===== src/rtl/sdrd_deserializer.sv =====
// rtl/sdrd_deserializer.sv - serial read-bit deserializer: one bit per bus read access, MSB-first, byte handoff
// Optional feature macro: SDRD_PARITY_EN (9-bit frames, 8 data bits followed by an odd-parity bit)
module sdrd_deserializer (
  input  logic       clk,
  input  logic       rst,
  input  logic       SSER,
  input  logic       BA13,
  input  logic       BA12,
  input  logic [3:0] BA7_4,
  input  logic       BR_W,
  input  logic       SDRD,
  input  logic       byte_ack,
  output logic [7:0] byte_data,
  output logic       byte_valid,
  output logic       overrun,
  output logic [3:0] bit_cnt,
  output logic       parity_err
);

`ifdef SDRD_PARITY_EN
  localparam logic [3:0] FRAME_N = 4'd9;
`else
  localparam logic [3:0] FRAME_N = 4'd8;
`endif
  // Only the bits still needed at completion are stored; the final bit comes straight from SDRD.
  localparam int SW = int'(FRAME_N) - 1;

  typedef enum logic [1:0] {
    S_IDLE   = 2'd0,
    S_ACCESS = 2'd1,
    S_HOLD   = 2'd2
  } state_t;

  state_t          state_q, state_d;
  logic            win;
  logic            win_q, win_d;
  logic            arm_q, arm_d;
  logic            event_s;
  logic            resync;
  logic            sample;
  logic            complete;
  logic            accept;
  logic [3:0]      cnt_q, cnt_d;
  logic [3:0]      cnt_inc;
  logic [SW-1:0]   shift_q, shift_d;
  logic [7:0]      frame_byte;
  logic [7:0]      data_q, data_d;
  logic            valid_q, valid_d;
  logic            ovr_q, ovr_d;

  always_comb begin
    win     = ~SSER & ~BA13 & BA12 & BR_W;
    win_d   = win;
    // arm_q blocks an access that was already in progress when reset released.
    arm_d   = arm_q | ~win;
    event_s = win & ~win_q & arm_q & (state_q == S_IDLE);
    resync  = event_s & (BA7_4 == 4'hF);
    sample  = event_s & ~resync;
  end

  always_comb begin
    state_d = state_q;
    case (state_q)
      S_IDLE:   if (win) state_d = event_s ? S_ACCESS : S_HOLD;
      S_ACCESS: state_d = win ? S_HOLD : S_IDLE;
      S_HOLD:   if (!win) state_d = S_IDLE;
      default:  state_d = S_IDLE;
    endcase
  end

  always_comb begin
    cnt_inc  = cnt_q + 4'd1;
    complete = sample & (cnt_inc == FRAME_N);
    accept   = complete & (~valid_q | byte_ack);
    cnt_d    = cnt_q;
    shift_d  = shift_q;
    if (resync) begin
      cnt_d   = 4'd0;
      shift_d = '0;
    end else if (sample) begin
      shift_d = {shift_q[SW-2:0], SDRD};
      cnt_d   = complete ? 4'd0 : cnt_inc;
    end
`ifdef SDRD_PARITY_EN
    frame_byte = shift_q;
`else
    frame_byte = {shift_q, SDRD};
`endif
  end

  always_comb begin
    data_d  = accept ? frame_byte : data_q;
    valid_d = valid_q;
    if (complete) valid_d = 1'b1;
    else if (byte_ack) valid_d = 1'b0;
    ovr_d = ovr_q;
    if (complete & valid_q & ~byte_ack) ovr_d = 1'b1;
    else if (resync & ~valid_q) ovr_d = 1'b0;
  end

  always_ff @(posedge clk) begin
    if (rst) begin
      state_q <= S_IDLE;
      win_q   <= 1'b0;
      arm_q   <= ~win;
      cnt_q   <= 4'd0;
      shift_q <= '0;
      data_q  <= 8'h00;
      valid_q <= 1'b0;
      ovr_q   <= 1'b0;
    end else begin
      state_q <= state_d;
      win_q   <= win_d;
      arm_q   <= arm_d;
      cnt_q   <= cnt_d;
      shift_q <= shift_d;
      data_q  <= data_d;
      valid_q <= valid_d;
      ovr_q   <= ovr_d;
    end
  end

`ifdef SDRD_PARITY_EN
  logic perr_q, perr_d;

  // Odd parity: a good frame XORs to 1 across all nine bits.
  always_comb begin
    perr_d = accept ? ~(^{shift_q, SDRD}) : perr_q;
  end

  always_ff @(posedge clk) begin
    if (rst) perr_q <= 1'b0;
    else     perr_q <= perr_d;
  end

  assign parity_err = perr_q;
`else
  assign parity_err = 1'b0;
`endif

  assign byte_data  = data_q;
  assign byte_valid = valid_q;
  assign overrun    = ovr_q;
  assign bit_cnt    = cnt_q;

endmodule


===== config.mk =====
export PLATFORM = sky130hd
export DESIGN_NAME = sdrd_deserializer
export DESIGN_NICKNAME = d
export VERILOG_FILES = /design/src/rtl/sdrd_deserializer.sv
export SDC_FILE = /design/constraint.sdc
export NUM_CORES = 1
export LEC_CHECK = 0
export ABC_CLOCK_PERIOD_IN_PS = 1660
export CAP_MARGIN = 40
export CORE_MARGIN = 3
export CORE_UTILIZATION = 43
export DETAILED_ROUTE_END_ITERATION = 10
export GPL_TIMING_DRIVEN = 0
export HOLD_SLACK_MARGIN = 0.06
export PLACE_DENSITY = 0.74
export SLEW_MARGIN = 20
export SYNTH_ARGS = -nofsm -noshare
export SYNTH_HDL_FRONTEND = slang
export SYNTH_SLANG_ARGS = --single-unit

===== constraint.sdc =====
create_clock -name clk -period 1.66 [get_ports clk]
set_clock_uncertainty 0.05 [all_clocks]
set_input_delay 0.249 -clock clk [delete_from_list [all_inputs] [get_ports clk]]
set_output_delay 0.249 -clock clk [all_outputs]
set_load 0.005 [all_outputs]

==> results.yml, run 1 <==
status:
  outcome: "finished, final reports clean"
die:
  core_um2: 2297
  num_rows: 17
  die_x_um: 56.34
  start_util_pct: 47.44
  io_pins: 27
  die_y_um: 56.34
  die_area_um2: 3174
route:
  viasPerCell: 5.006
  ant_nets: 0
  drt-pass1-iter-count: 4
  drtIter0Drc: 5
  totalWireLength_um: 2146
  vias: 856
  route.detailed.drc: 0
  wl_per_cell_um: 12.55
logic_synthesis:
  async_flop_share_pct: 0
  netlist_top_cells_area: "dfxtp_1, mux2i_1, nand2_1"
  yosysTopAreaCellShare_pct: 45.92
  ys.flop_type: "dfxtp_1"
  synth_edf_count: 0
  syn_avg_cell_area_um2: 9.818
  syn_inst: 111
  syn_nets: 125
  yosys.area.top_type: "dfxtp_1"
  yosysSeqAreaShare_pct: 45.92
  synth_area_um2: 1090
  ys_ff_latch: 25
  yosysUniqueCellTypes: 35
  yosysWarnings: 0
critical_path:
  rr_startpoint: "bit_cnt[3]"
  worstPathRequired_ns: 1.86
  worstReg2RegEnd: "byte_data[6]"
  worstPathArrival_ns: 1.81
  end_kind: "flip-flop"
  cp-startpoint: "bit_cnt[3]"
  endpoint: "byte_data[6]"
  reg2reg_depth: 5
  r2r_slack_ns: 0.06
  cp_max_fo: 8
  path_class: "reg2reg"
  cp-start-kind: "flip-flop"
clocking:
  cts.clk_slew.worst_paths_ns: 0.13
  root_buffer: "clkbuf_4"
  numClockSinks: 25
  cts_tree: "done"
  cts_made_buffers: 3
  clockBufferDepth: 2
  ctsHoldBuffers: 0
  htreeDepth: 1
  insertion_delay_ns: 0.31
timing:
  whs_ns: 0.4168
  tns_ns: 0
  layout_min_cycle_time_ns: 1.603
  setup_violations: 0
  setup_slack_ns: 0.05698
  hold_viol: 0
  drv_slew: 0
  fmax_mhz: 623.8
  finalCritPeriodShare_pct: 96.57
global_route:
  first_global_vias: 841
  antenna_found_initial: 0
  grt_max_degree: 15
  grt_pass1_wl_um: 3436
  overflow: 0
  grtUsageTotal_pct: 13.12
placed_design:
  placed_area_um2: 1375
  dp_slack_ns: -0.1960
  dpl.cell_count: 164
  port_buffers: 25
  dp_hpwl_um: 1513
  globalplace.congestion: 0.7753
power_and_ir_drop:
  power_leakage_nw: 0.5816
  power.density_nw_per_um2: 617.4
  finalPower_mw: 0.9347
  irDropWorstVdd_mv: 0.4044
run:
  cap_viol_max_count: 0
cells_and_area:
  fill_cells: 177
  final_util_pct: 65.90
  fin_cells: 171
  drive_gt1_share_pct: 16.08
  final_cell_mix: "clkdlybuf4s50_1, dfxtp_1, mux2i_1, nand2_1, nor2_1"
  nets: 158
  fin_area_um2: 1514
  antennaDiodeCount: 0
  final_common_cell: "clkdlybuf4s50_1"
  area_growth_pct: 38.92
worst_hold_path:
  hold_path_startpoint: "byte_data[2]"
  min-delay-path-class: "reg2reg"
==> worst max-delay path, cell delays in order, from the launching register on <==
cell and delay [ns]:
dfxtp_1 0.43, a21boi_0 0.28, o2111ai_2 0.24, a21oi_4 0.22, buf_12 0.15, mux2i_1 0.18
==> cell usage after synthesis (2+ instances only) <==
master,number
nand4_1,2
dfxtp_1,25
a21oi_1,5
nor2_1,10
nand2_1,17
inv_1,3
ha_1,2
mux2i_1,16
a211oi_1,2
o21ai_0,3
and2_1,2
==> report_power, final <==
part	switching (mW)	leakage, nW	internal (mW)
sequential	0.00368	0.204	0.600
combinational	0.0311	0.360	0.0396
clock	0.170	0.0177	0.0900
total	0.205	0.582	0.730
==> worst min path at each step <==
stage,end,depth (start not counted)
2_1_floorplan,bit_cnt[2],1
3_3_place_gp,byte_data[2],2
3_5_place_dp,byte_data[2],2
4_1_cts,byte_data[2],2
5_1_grt,byte_data[5],2
6_report,byte_data[2],2
==> routing by layer <==
metal,track usage (%),routed length (µm),up-vias
met5,0,0,-
li1,-,-,455
met1,16.74,1075,372
met2,21.20,922,27
met4,5.424,16,0
met3,2.989,132,2
==> final cells by class <==
type	count	area (µm²)	area share, %
multi-input combinational	79	613.1	40.50
sequential	25	509.2	33.64
inverter	4	15.01	0.9917
timing repair buffer	28	291.5	19.26
clock inverter	1	5.005	0.3306
buffer	3	22.52	1.488
tap	28	35.03	2.314
clock buffer	3	22.52	1.488
==> flip-flops by register name (all words and copies together), names as in the netlist <==
signal,count
bit_cnt,4
arm_q,1
shift_q,7
byte_valid,1
win_q,1
byte_data,8
state_q,2
overrun,1
==> logic make-up (layout without fill, tap and decap cells) <==
family          after synthesis  after routing  share of synthesized area, %
other cells                   1              1                        0.3441
compound gates               18             18                         11.60
buf+inv                       7             39                         3.444
xor+xnor                      1              1                        0.8038
simple gates                 41             41                         20.90
fa+ha+maj                     2              2                         2.296
flops                        25             25                         45.92
mux                          16             16                         14.70
==> what timing repair did <==
action | in CTS | in global routing
gates resized for setup | 3 | 15
pin swaps | 1 | 3
endpoints found under the setup margin | 8 | 19
buffers inserted | 1 | 2
Power figures use the tool's default switching activity.
==> run 2, diff against run 1 <==
Settings changed: CAP_MARGIN 40 to 10.
==> results of run 2 <==
The final DEF is identical to that of run 1; final timing and power are the same.
==> run 3, diff against run 2 <==
Settings changed: CORE_ASPECT_RATIO from default to 0.8, CORE_MARGIN 3 to 2, CORE_UTILIZATION 43 to 54, DONT_BUFFER_PORTS from default to 1, PLACE_DENSITY 0.74 to 0.72.
==> results.yml, run 3 (synthesis results as in run 1) <==
placed_design:
  port_buffers: 0
  dp_slack_ns: -0.2065
  dp_hpwl_um: 1357
  dpl.cell_count: 135
  globalplace.congestion: 0.7209
route:
  ant_nets: 0
  route.detailed.drc: 0
  wl_per_cell_um: 14.06
  vias: 799
  viasPerCell: 5.549
  drt-pass1-iter-count: 4
  totalWireLength_um: 2024
  drtIter0Drc: 7
die:
  die_x_um: 54.23
  io_pins: 27
  die_y_um: 44.18
  num_rows: 14
  core_um2: 1892
  start_util_pct: 57.61
  die_area_um2: 2396
clocking:
  root_buffer: "clkbuf_4"
  htreeDepth: 1
  cts_tree: "done"
  clockBufferDepth: 2
  insertion_delay_ns: 0.32
  numClockSinks: 25
  cts_made_buffers: 3
  cts.clk_slew.worst_paths_ns: 0.14
cells_and_area:
  multiInputGateArea_um2: 608.1
  fin_cells: 144
  fill_cells: 161
  nets: 135
  area_growth_pct: 16.65
  antennaDiodeCount: 0
  final_cell_mix: "dfxtp_1, mux2i_1, nand2_1"
  regArea_um2: 509.2
  largest_register_ff_count: 8
  final_common_cell: "dfxtp_1"
  drive_gt1_share_pct: 18.33
critical_path:
  r2r_slack_ns: 0.07
  end_kind: "flip-flop"
  rr_startpoint: "bit_cnt[0]"
  cp_max_fo: 8
  cp-startpoint: "bit_cnt[0]"
  path_class: "reg2reg"
  worstPathRequired_ns: 1.88
  cp-start-kind: "flip-flop"
  worstPathArrival_ns: 1.81
run:
  cap_viol_max_count: 0
global_route:
  grt_max_degree: 17
  overflow: 0
  grtUsageTotal_pct: 18.18
  use_met2_pct: 29.64
  antenna_found_initial: 0
  first_global_vias: 774
  busiest_layer: "met2"
  gr-usage-met3_pct: 7.432
  grt_pass1_wl_um: 3174
  use_met1_pct: 22.96
timing:
  setup_violations: 0
  setup_slack_ns: 0.06634
  tns_ns: 0
  fmax_mhz: 627.5
  hold_viol: 0
  finalCritPeriodShare_pct: 96.00
  drv_slew: 0
  layout_min_cycle_time_ns: 1.594
power_and_ir_drop:
  power_leakage_nw: 0.4797
  power.density_nw_per_um2: 743.2
  irDropWorstVdd_mv: 0.6581
worst_hold_path:
  min-delay-path-class: "in2reg"
  hold_path_startpoint: "byte_ack"
status:
  outcome: "finished, final reports clean"
run 3: cell count changes in the layout (fill, tap and decap cells not counted):
cell	delta
clkdlybuf4s50_1	-24
dlygate4sd3_1	+2
buf_4	+1
buf_6	-1
clkinv_2	-1
dlymetal6s2s_1	-1
inv_6	+1
nand3_1	+1
nand3_2	-1
run 3: layout make-up:
class                           instances  area share (%)
Clock inverter                          1          0.6890
Tap cell                               24           2.362
Clock buffer                            3           1.772
Buffer                                  3           1.772
Sequential cell                        25           40.06
Multi-Input combinational cell         79           47.83
Inverter                                4           1.181
Timing Repair Buffer                    5           4.331
run 3: critical path, stage by stage, from the launching register on:
cell	delay, ns
dfxtp_4	0.44
ha_4	0.17
nor4bb_4	0.30
inv_2	0.09
a21oi_4	0.15
buf_12	0.15
mux2i_1	0.19
run 3: final timing paths:
check,to,depth (start not counted)
worst max register to register,byte_data[2],6
worst min register to register,arm_q,2
worst min-delay path,byte_valid,2
worst max-delay path,byte_data[2],6
run 3: where the power goes:
group | switching (mW) | leakage [nW] | internal (mW) | total (mW)
Clock | 0.195 | 0.0183 | 0.0982 | 0.293
Combinational | 0.0273 | 0.258 | 0.0192 | 0.0465
Sequential | 0.00427 | 0.204 | 0.601 | 0.605
run 3: stage by stage:
stage | total power, mW | util (%) | area (µm²) | hold slack (ns)
after floorplan | 0.6478 | - | 1090 | 0.2681
after global placement | 0.6541 | 59.19 | 1120 | 0.2693
after detailed placement | 0.6546 | 59.19 | 1120 | 0.2712
after CTS | 0.9512 | 63.89 | 1209 | 0.08506
after global routing | 0.9784 | 67.20 | 1271 | 0.1050
final | 0.9447 | 67.20 | 1271 | 0.1014
run 3: timing repair:
item / CTS / global route
hold buffers: 2 / 0
pin swaps: 2 / 1
buffers inserted: 2 / 1
hold endpoints to repair: 8 / 0
setup endpoints to repair: 9 / 18
gates resized for setup: 5 / 10
run 3: layer usage:
layer  part of all wire, %  vias up  wire, µm
li1                      -      411         -
met5                     0        -         0
met3                   4.2        0        84
met2                    49       13       986
met4                     0        0         0
met1                    47      375       953
